$ cat src/rtl/serial_frame_decoder.sv
// -----------------------------------------------------------------------------
// serial_frame_decoder
//   Receive side of the encoder link. It samples the serial line once per clock
//   and rebuilds message words from frames of the form
//   (idle 0) start 1, DATA_WIDTH data bits LSB first [, even parity bit].
//   Completed words are pushed into a small first-word-fall-through FIFO.
//   The FIFO is read with a valid/ready handshake.
//
//   Optional feature macro: DECODER_PARITY_EN
//     defined   : one even-parity bit follows the data. On a mismatch the word
//                 is dropped and parityError is set (sticky).
//     undefined : no parity bit in the frame, parityError is tied low.
//
// Ports
//   clock         in   1           single clock, all state updates on posedge
//   reset         in   1           asynchronous, active-high, clears all state
//   serialIn      in   1           serial line from the encoder
//   messageOut    out  DATA_WIDTH  head-of-FIFO word, valid while messageValid
//   messageValid  out  1           FIFO not empty
//   messageReady  in   1           head word is consumed when valid && ready
//   overflow      out  1           sticky, a completed word found the FIFO full
//   parityError   out  1           sticky parity failure (feature build only)
// -----------------------------------------------------------------------------
module serial_frame_decoder #(
  parameter int DATA_WIDTH = 8,
  parameter int FIFO_DEPTH = 2   // power of 2, >= 2
) (
  input  logic                  clock,
  input  logic                  reset,
  input  logic                  serialIn,
  output logic [DATA_WIDTH-1:0] messageOut,
  output logic                  messageValid,
  input  logic                  messageReady,
  output logic                  overflow,
  output logic                  parityError
);

  localparam int CNT_W = (DATA_WIDTH > 1) ? $clog2(DATA_WIDTH) : 1;
  localparam int PTR_W = $clog2(FIFO_DEPTH);

  localparam logic [CNT_W-1:0] LAST_BIT   = CNT_W'(DATA_WIDTH - 1);
  localparam logic [PTR_W:0]   FULL_COUNT = (PTR_W + 1)'(FIFO_DEPTH);

`ifdef DECODER_PARITY_EN
  typedef enum logic [1:0] {
    ST_IDLE   = 2'd0,
    ST_DATA   = 2'd1,
    ST_PARITY = 2'd2,
    ST_PUSH   = 2'd3
  } state_t;

  // True when data plus the received parity bit has an even number of ones.
  function automatic logic even_parity_ok(input logic [DATA_WIDTH-1:0] data,
                                          input logic                  par);
    return ~((^data) ^ par);
  endfunction
`else
  typedef enum logic [1:0] {
    ST_IDLE = 2'd0,
    ST_DATA = 2'd1,
    ST_PUSH = 2'd2
  } state_t;
`endif

  state_t                  state_r;
  logic [CNT_W-1:0]        bit_cnt_r;
  logic [DATA_WIDTH-1:0]   shift_r;
  logic                    parity_err_r;

  logic [DATA_WIDTH-1:0]   mem_r [FIFO_DEPTH];
  logic [PTR_W-1:0]        rd_ptr_r;
  logic [PTR_W-1:0]        wr_ptr_r;
  logic [PTR_W:0]          count_r;
  logic                    valid_r;
  logic                    overflow_r;

  logic                    push_s;
  logic                    pop_s;
  logic                    full_s;
  logic                    wr_en_s;
  logic                    drop_s;
  logic [PTR_W:0]          count_next_s;

  // Frame receiver: one line sample per clock, word assembled LSB first.
  always_ff @(posedge clock or posedge reset) begin
    if (reset) begin
      state_r      <= ST_IDLE;
      bit_cnt_r    <= {CNT_W{1'b0}};
      shift_r      <= {DATA_WIDTH{1'b0}};
      parity_err_r <= 1'b0;
    end else begin
      case (state_r)
        ST_IDLE: begin
          if (serialIn) begin
            state_r   <= ST_DATA;
            bit_cnt_r <= {CNT_W{1'b0}};
          end else begin
            state_r   <= ST_IDLE;
          end
        end
        ST_DATA: begin
          shift_r[bit_cnt_r] <= serialIn;
          bit_cnt_r          <= bit_cnt_r + CNT_W'(1);
          if (bit_cnt_r == LAST_BIT) begin
`ifdef DECODER_PARITY_EN
            state_r <= ST_PARITY;
`else
            state_r <= ST_PUSH;
`endif
          end else begin
            state_r <= ST_DATA;
          end
        end
`ifdef DECODER_PARITY_EN
        ST_PARITY: begin
          // A bad word never reaches PUSH, so the FIFO is untouched.
          if (even_parity_ok(shift_r, serialIn)) begin
            state_r <= ST_PUSH;
          end else begin
            parity_err_r <= 1'b1;
            state_r      <= ST_IDLE;
          end
        end
`endif
        ST_PUSH: begin
          // The line is not looked at here; a start bit may follow next cycle.
          state_r <= ST_IDLE;
        end
        default: begin
          state_r <= ST_IDLE;
        end
      endcase
    end
  end

  // FIFO control decode; a full FIFO still accepts a push when it pops that cycle.
  always_comb begin
    push_s       = (state_r == ST_PUSH);
    pop_s        = valid_r & messageReady;
    full_s       = (count_r == FULL_COUNT);
    wr_en_s      = push_s & (~full_s | pop_s);
    drop_s       = push_s & full_s & ~pop_s;
    count_next_s = count_r;
    case ({wr_en_s, pop_s})
      2'b10:   count_next_s = count_r + (PTR_W + 1)'(1);
      2'b01:   count_next_s = count_r - (PTR_W + 1)'(1);
      default: count_next_s = count_r;
    endcase
  end

  // FIFO storage, pointers (wrap modulo depth), occupancy and sticky overflow.
  always_ff @(posedge clock or posedge reset) begin
    if (reset) begin
      for (int i = 0; i < FIFO_DEPTH; i++) begin
        mem_r[i] <= {DATA_WIDTH{1'b0}};
      end
      rd_ptr_r   <= {PTR_W{1'b0}};
      wr_ptr_r   <= {PTR_W{1'b0}};
      count_r    <= {(PTR_W + 1){1'b0}};
      valid_r    <= 1'b0;
      overflow_r <= 1'b0;
    end else begin
      if (wr_en_s) begin
        mem_r[wr_ptr_r] <= shift_r;
        wr_ptr_r        <= wr_ptr_r + PTR_W'(1);
      end else begin
        wr_ptr_r        <= wr_ptr_r;
      end
      if (pop_s) begin
        rd_ptr_r <= rd_ptr_r + PTR_W'(1);
      end else begin
        rd_ptr_r <= rd_ptr_r;
      end
      if (drop_s) begin
        overflow_r <= 1'b1;
      end else begin
        overflow_r <= overflow_r;
      end
      count_r <= count_next_s;
      // No bypass: a word pushed into an empty FIFO shows up one edge later.
      valid_r <= (count_next_s != {(PTR_W + 1){1'b0}});
    end
  end

  assign messageOut   = mem_r[rd_ptr_r];
  assign messageValid = valid_r;
  assign overflow     = overflow_r;
`ifdef DECODER_PARITY_EN
  assign parityError  = parity_err_r;
`else
  assign parityError  = 1'b0;
  logic unused_parity_s;
  assign unused_parity_s = parity_err_r;
`endif

endmodule

$ cat config.mk
export PLATFORM = sky130hd
export DESIGN_NAME = serial_frame_decoder
export DESIGN_NICKNAME = d
export VERILOG_FILES = /design/src/rtl/serial_frame_decoder.sv
export SDC_FILE = /design/constraint.sdc
export NUM_CORES = 1
export LEC_CHECK = 0
export ABC_AREA = 0
export CAP_MARGIN = 10
export CORE_ASPECT_RATIO = 1.4
export CORE_MARGIN = 2
export CORE_UTILIZATION = 25
export CTS_BUF_LIST = sky130_fd_sc_hd__clkbuf_8
export CTS_CLUSTER_DIAMETER = 150
export CTS_CLUSTER_SIZE = 20
export DETAILED_ROUTE_END_ITERATION = 16
export GPL_ROUTABILITY_DRIVEN = 0
export SYNTH_ARGS = -nofsm -noshare
export SYNTH_HDL_FRONTEND = slang
export SYNTH_SLANG_ARGS = --single-unit
$ cat constraint.sdc
create_clock -name clock -period 4.1 [get_ports clock]
set_input_delay 0.82 -clock clock [delete_from_list [all_inputs] [get_ports clock]]
set_output_delay 0.82 -clock clock [all_outputs]
set_load 0.1 [all_outputs]
==> parameters.txt <==
Parameter                              Value

Run status
  Outcome    finished, final reports clean

Global routing
  Pin count of the biggest net entering global routing    36
  Antenna violations before repair    0
  Via count of the first global-routing pass    1027
  Combined global-route utilization of all metal layers    8.81%
  First-pass GRT wire length    4850 um
  GR Overflow Total    0

Die
  Boundary Pins    15
  Core ar.    6250 um2
  Die height    99.5 um
  Cell row count    34
  Full die area    7180 um2
  Initial Util    26.0%
  Die X-Extent    72.2 um

Clock network
  Hold buffers post-CTS    0
  CTS tree    yes
  Total clock buffers created by CTS    5
  Resized Gates After CTS    0
  Maximum buffer depth of the clock tree    2
  Post-CTS setup-driven buffer insertion count    0
  Clock Sinks    35
  Reg clk slew, reported paths    0.06 ns
  Level count of the clock H-tree    2
  CTS root buffer    clkbuf_8
  Clock insertion delay at the later pin of the skew report    0.28 ns

Critical path
  Arrival time worst endpoint    2.26 ns
  Category of the worst setup path launch point    flop
  Startpoint of the worst register-to-register path    state_r[0]
  Setup slack on the worst flop-to-flop path    2.39 ns
  Worst reg2reg path endpoint    mem_r[11]
  Crit path from    rd_ptr_r
  Endpoint of the worst setup timing path    messageOut[3]
  Critical Path Sink Type    output port
  Highest fanout seen on the critical path    9
  CP required    3.28 ns
  Number of cells on the worst reg-to-reg path    3
  Worst setup path category    flop to output port

Final layout
  Area growth, synth to finish    17.0%
  Fillcell total    613
  Number of antenna cells inserted    0
  Storage element area    876 um2
  Share of cells above drive strength 1    33.8%
  Multi-input logic area    702 um2
  Final net count    139

Synthesis
  Average cell area after synthesis    13.8 um2
  Dominant combinational cell family by area after synthesis    multiplexers
  Number of instances in the synthesized netlist    118
  Synthesized cell area    1630 um2
  Top post-synthesis cells by area    dfrtp_1 54%, mux2_2 21%, a211oi_4 2.5%, mux2i_1 1.8%, xnor2_1 1.6%
  Simple-gate portion of the synthesized area    7.53%
  Area share of fa/ha/maj cells after synthesis    1.54%
  Distinct cell type count after synthesis    35
  Synth top area share    53.8%
  Complex-gate fraction of the synthesized area    8.22%
  Xor and xnor area share after synthesis    1.61%
  Mux share of post-synthesis cell area    24.0%
  Part of the Yosys area used for sequential elements    53.8%
  Net count after synthesis    124
  Number of register bits inferred by synthesis    35
  Synth Warn #    0
  Cell type with the largest total area after synthesis    dfrtp_1

STA
  Fin Setup TNS    0 ns
  Min cycle time layout    3.08 ns
  Portion of the clock cycle consumed by the worst path in the final layout    75.2%
  Max Transition Viols Final    0
  Relative max-transition margin    34.9%
  Hold Violations, Final    0
  Worst-Margin Slew    0.973 ns
  Setup repair after global routing missed its margin    false
  Maximum clock rate    324 MHz
  Post-Route Skew    0.00370 ns
  Final setup violation count    0

Detailed routing
  Mean number of vias per cell    4.69
  Number of nets with antenna violations after routing    0
  Routed wire length    2840 um
  Routed wirelength normalized by instance count    13.9 um
  Number of remaining DRC errors    0
  Number of vias in the routed layout    961
  Initial DRT Pass Iterations    4
  Starting DRC count in detailed routing    97

Worst hold path
  Worst Hold Depth    1
  Worst Min Path Start    mem_r[8]
  Type of the tightest min-delay check    flop to flop

Run
  Max-cap violations    0

Place
  Final HPWL DP    2030 um
  I/O Buffers    13
-- metrics by stage --
step           cells  worst slack (ns)  utilization (%)  hold WS (ns)  area (um2)
6_report         205              1.02             30.5         0.489        1900
2_1_floorplan    118              1.94                -         0.454        1630
3_3_place_gp     198              1.31             29.1         0.456        1820
5_1_grt          205             0.939             30.5         0.520        1900
3_5_place_dp     198              1.31             29.1         0.479        1820
4_1_cts          205             0.983             30.5         0.494        1900
-- worst min-delay path by stage --
stage	slack, ns	to
6_report	0.49	mem_r[8]
5_1_grt	0.52	mem_r[12]
4_1_cts	0.49	overflow
3_5_place_dp	0.48	overflow
3_3_place_gp	0.46	overflow
2_1_floorplan	0.45	mem_r[8]
-- logic make-up (layout without fill, tap and decap cells) --
group | Yosys count | after routing
adders and majority gates | 2 | 2
other | 1 | 1
DFF | 35 | 35
buffers and inverters | 9 | 24
and+or+nand+nor | 19 | 19
xor gates and xnor gates | 3 | 3
AOI/OAI and AO/OA | 14 | 14
muxes | 35 | 35
-- critical path: stages, from the launching register on --
cell and delay (ns):
dfrtp_1 0.60, mux2_2 0.25, clkdlybuf4s50_1 1.13
-- layer usage --
layer  routed length [um]  track usage, %  up-vias
li1                     -               -      450
met1                 1190            9.80      488
met4                   46            4.21        0
met5                    0               0        -
met2                 1480            14.7       17
met3                  119            3.24        6
-- cell type report --
| class | instances | area share [%] |
|---|---|---|
| clock buffers | 6 | 4.34 |
| clock inverters | 1 | 0.263 |
| inverters | 3 | 0.591 |
| multi-input cells | 74 | 36.9 |
| flip-flops and latches | 35 | 46.0 |
| well taps | 72 | 4.73 |
| repair buffers | 14 | 7.23 |
-- state kept, by name, summed over array words and instances, names as in the netlist --
register / flops
shift_r: 8
overflow: 1
count_r: 2
state_r: 2
messageValid: 1
bit_cnt_r: 3
mem_r: 16
rd_ptr_r: 1
wr_ptr_r: 1
-- cells in the final DEF, fill, tap and decap left out, drive strengths merged --
cell type,synthesis,routed
ha,2,2
a311o,1,1
nand3,1,1
a22o,2,2
a31o,1,1
a21boi,1,1
a211oi,3,3
o31a,1,1
clkdlybuf4s50,0,13
a21oi,3,3
nor2b,1,1
and2,1,1
nor3,2,2
nor2,1,1
dfrtp,35,35
xnor2,3,3
or2,1,1
and3b,1,1
o21bai,1,1
clkbuf,2,6
nand2,3,3
nand4,1,1
nand3b,3,3
nor3b,3,3
mux2,32,32
a21o,1,1
nand2b,1,1
inv,3,3
clkinv,0,1
buf,4,1
conb,1,1
mux2i,3,3
-- synth_stat cells, drive strengths merged --
cell and number:
a21o 1, o31a 1, nand3b 3, inv 3, a21oi 3, xnor2 3
a211oi 3, ha 2, a22o 2, dfrtp 35, nand2 3, and2 1
nor2b 1, nand4 1, a21boi 1, nand3 1, clkbuf 2, buf 4
o21bai 1, a311o 1, mux2i 3, and3b 1, nor3b 3, nor2 1
or2 1, mux2 32, nor3 2, conb 1, a31o 1, nand2b 1
Power is not shown: default switching activity piles up to over one toggle a cycle in this logic, so the estimate is an artifact.
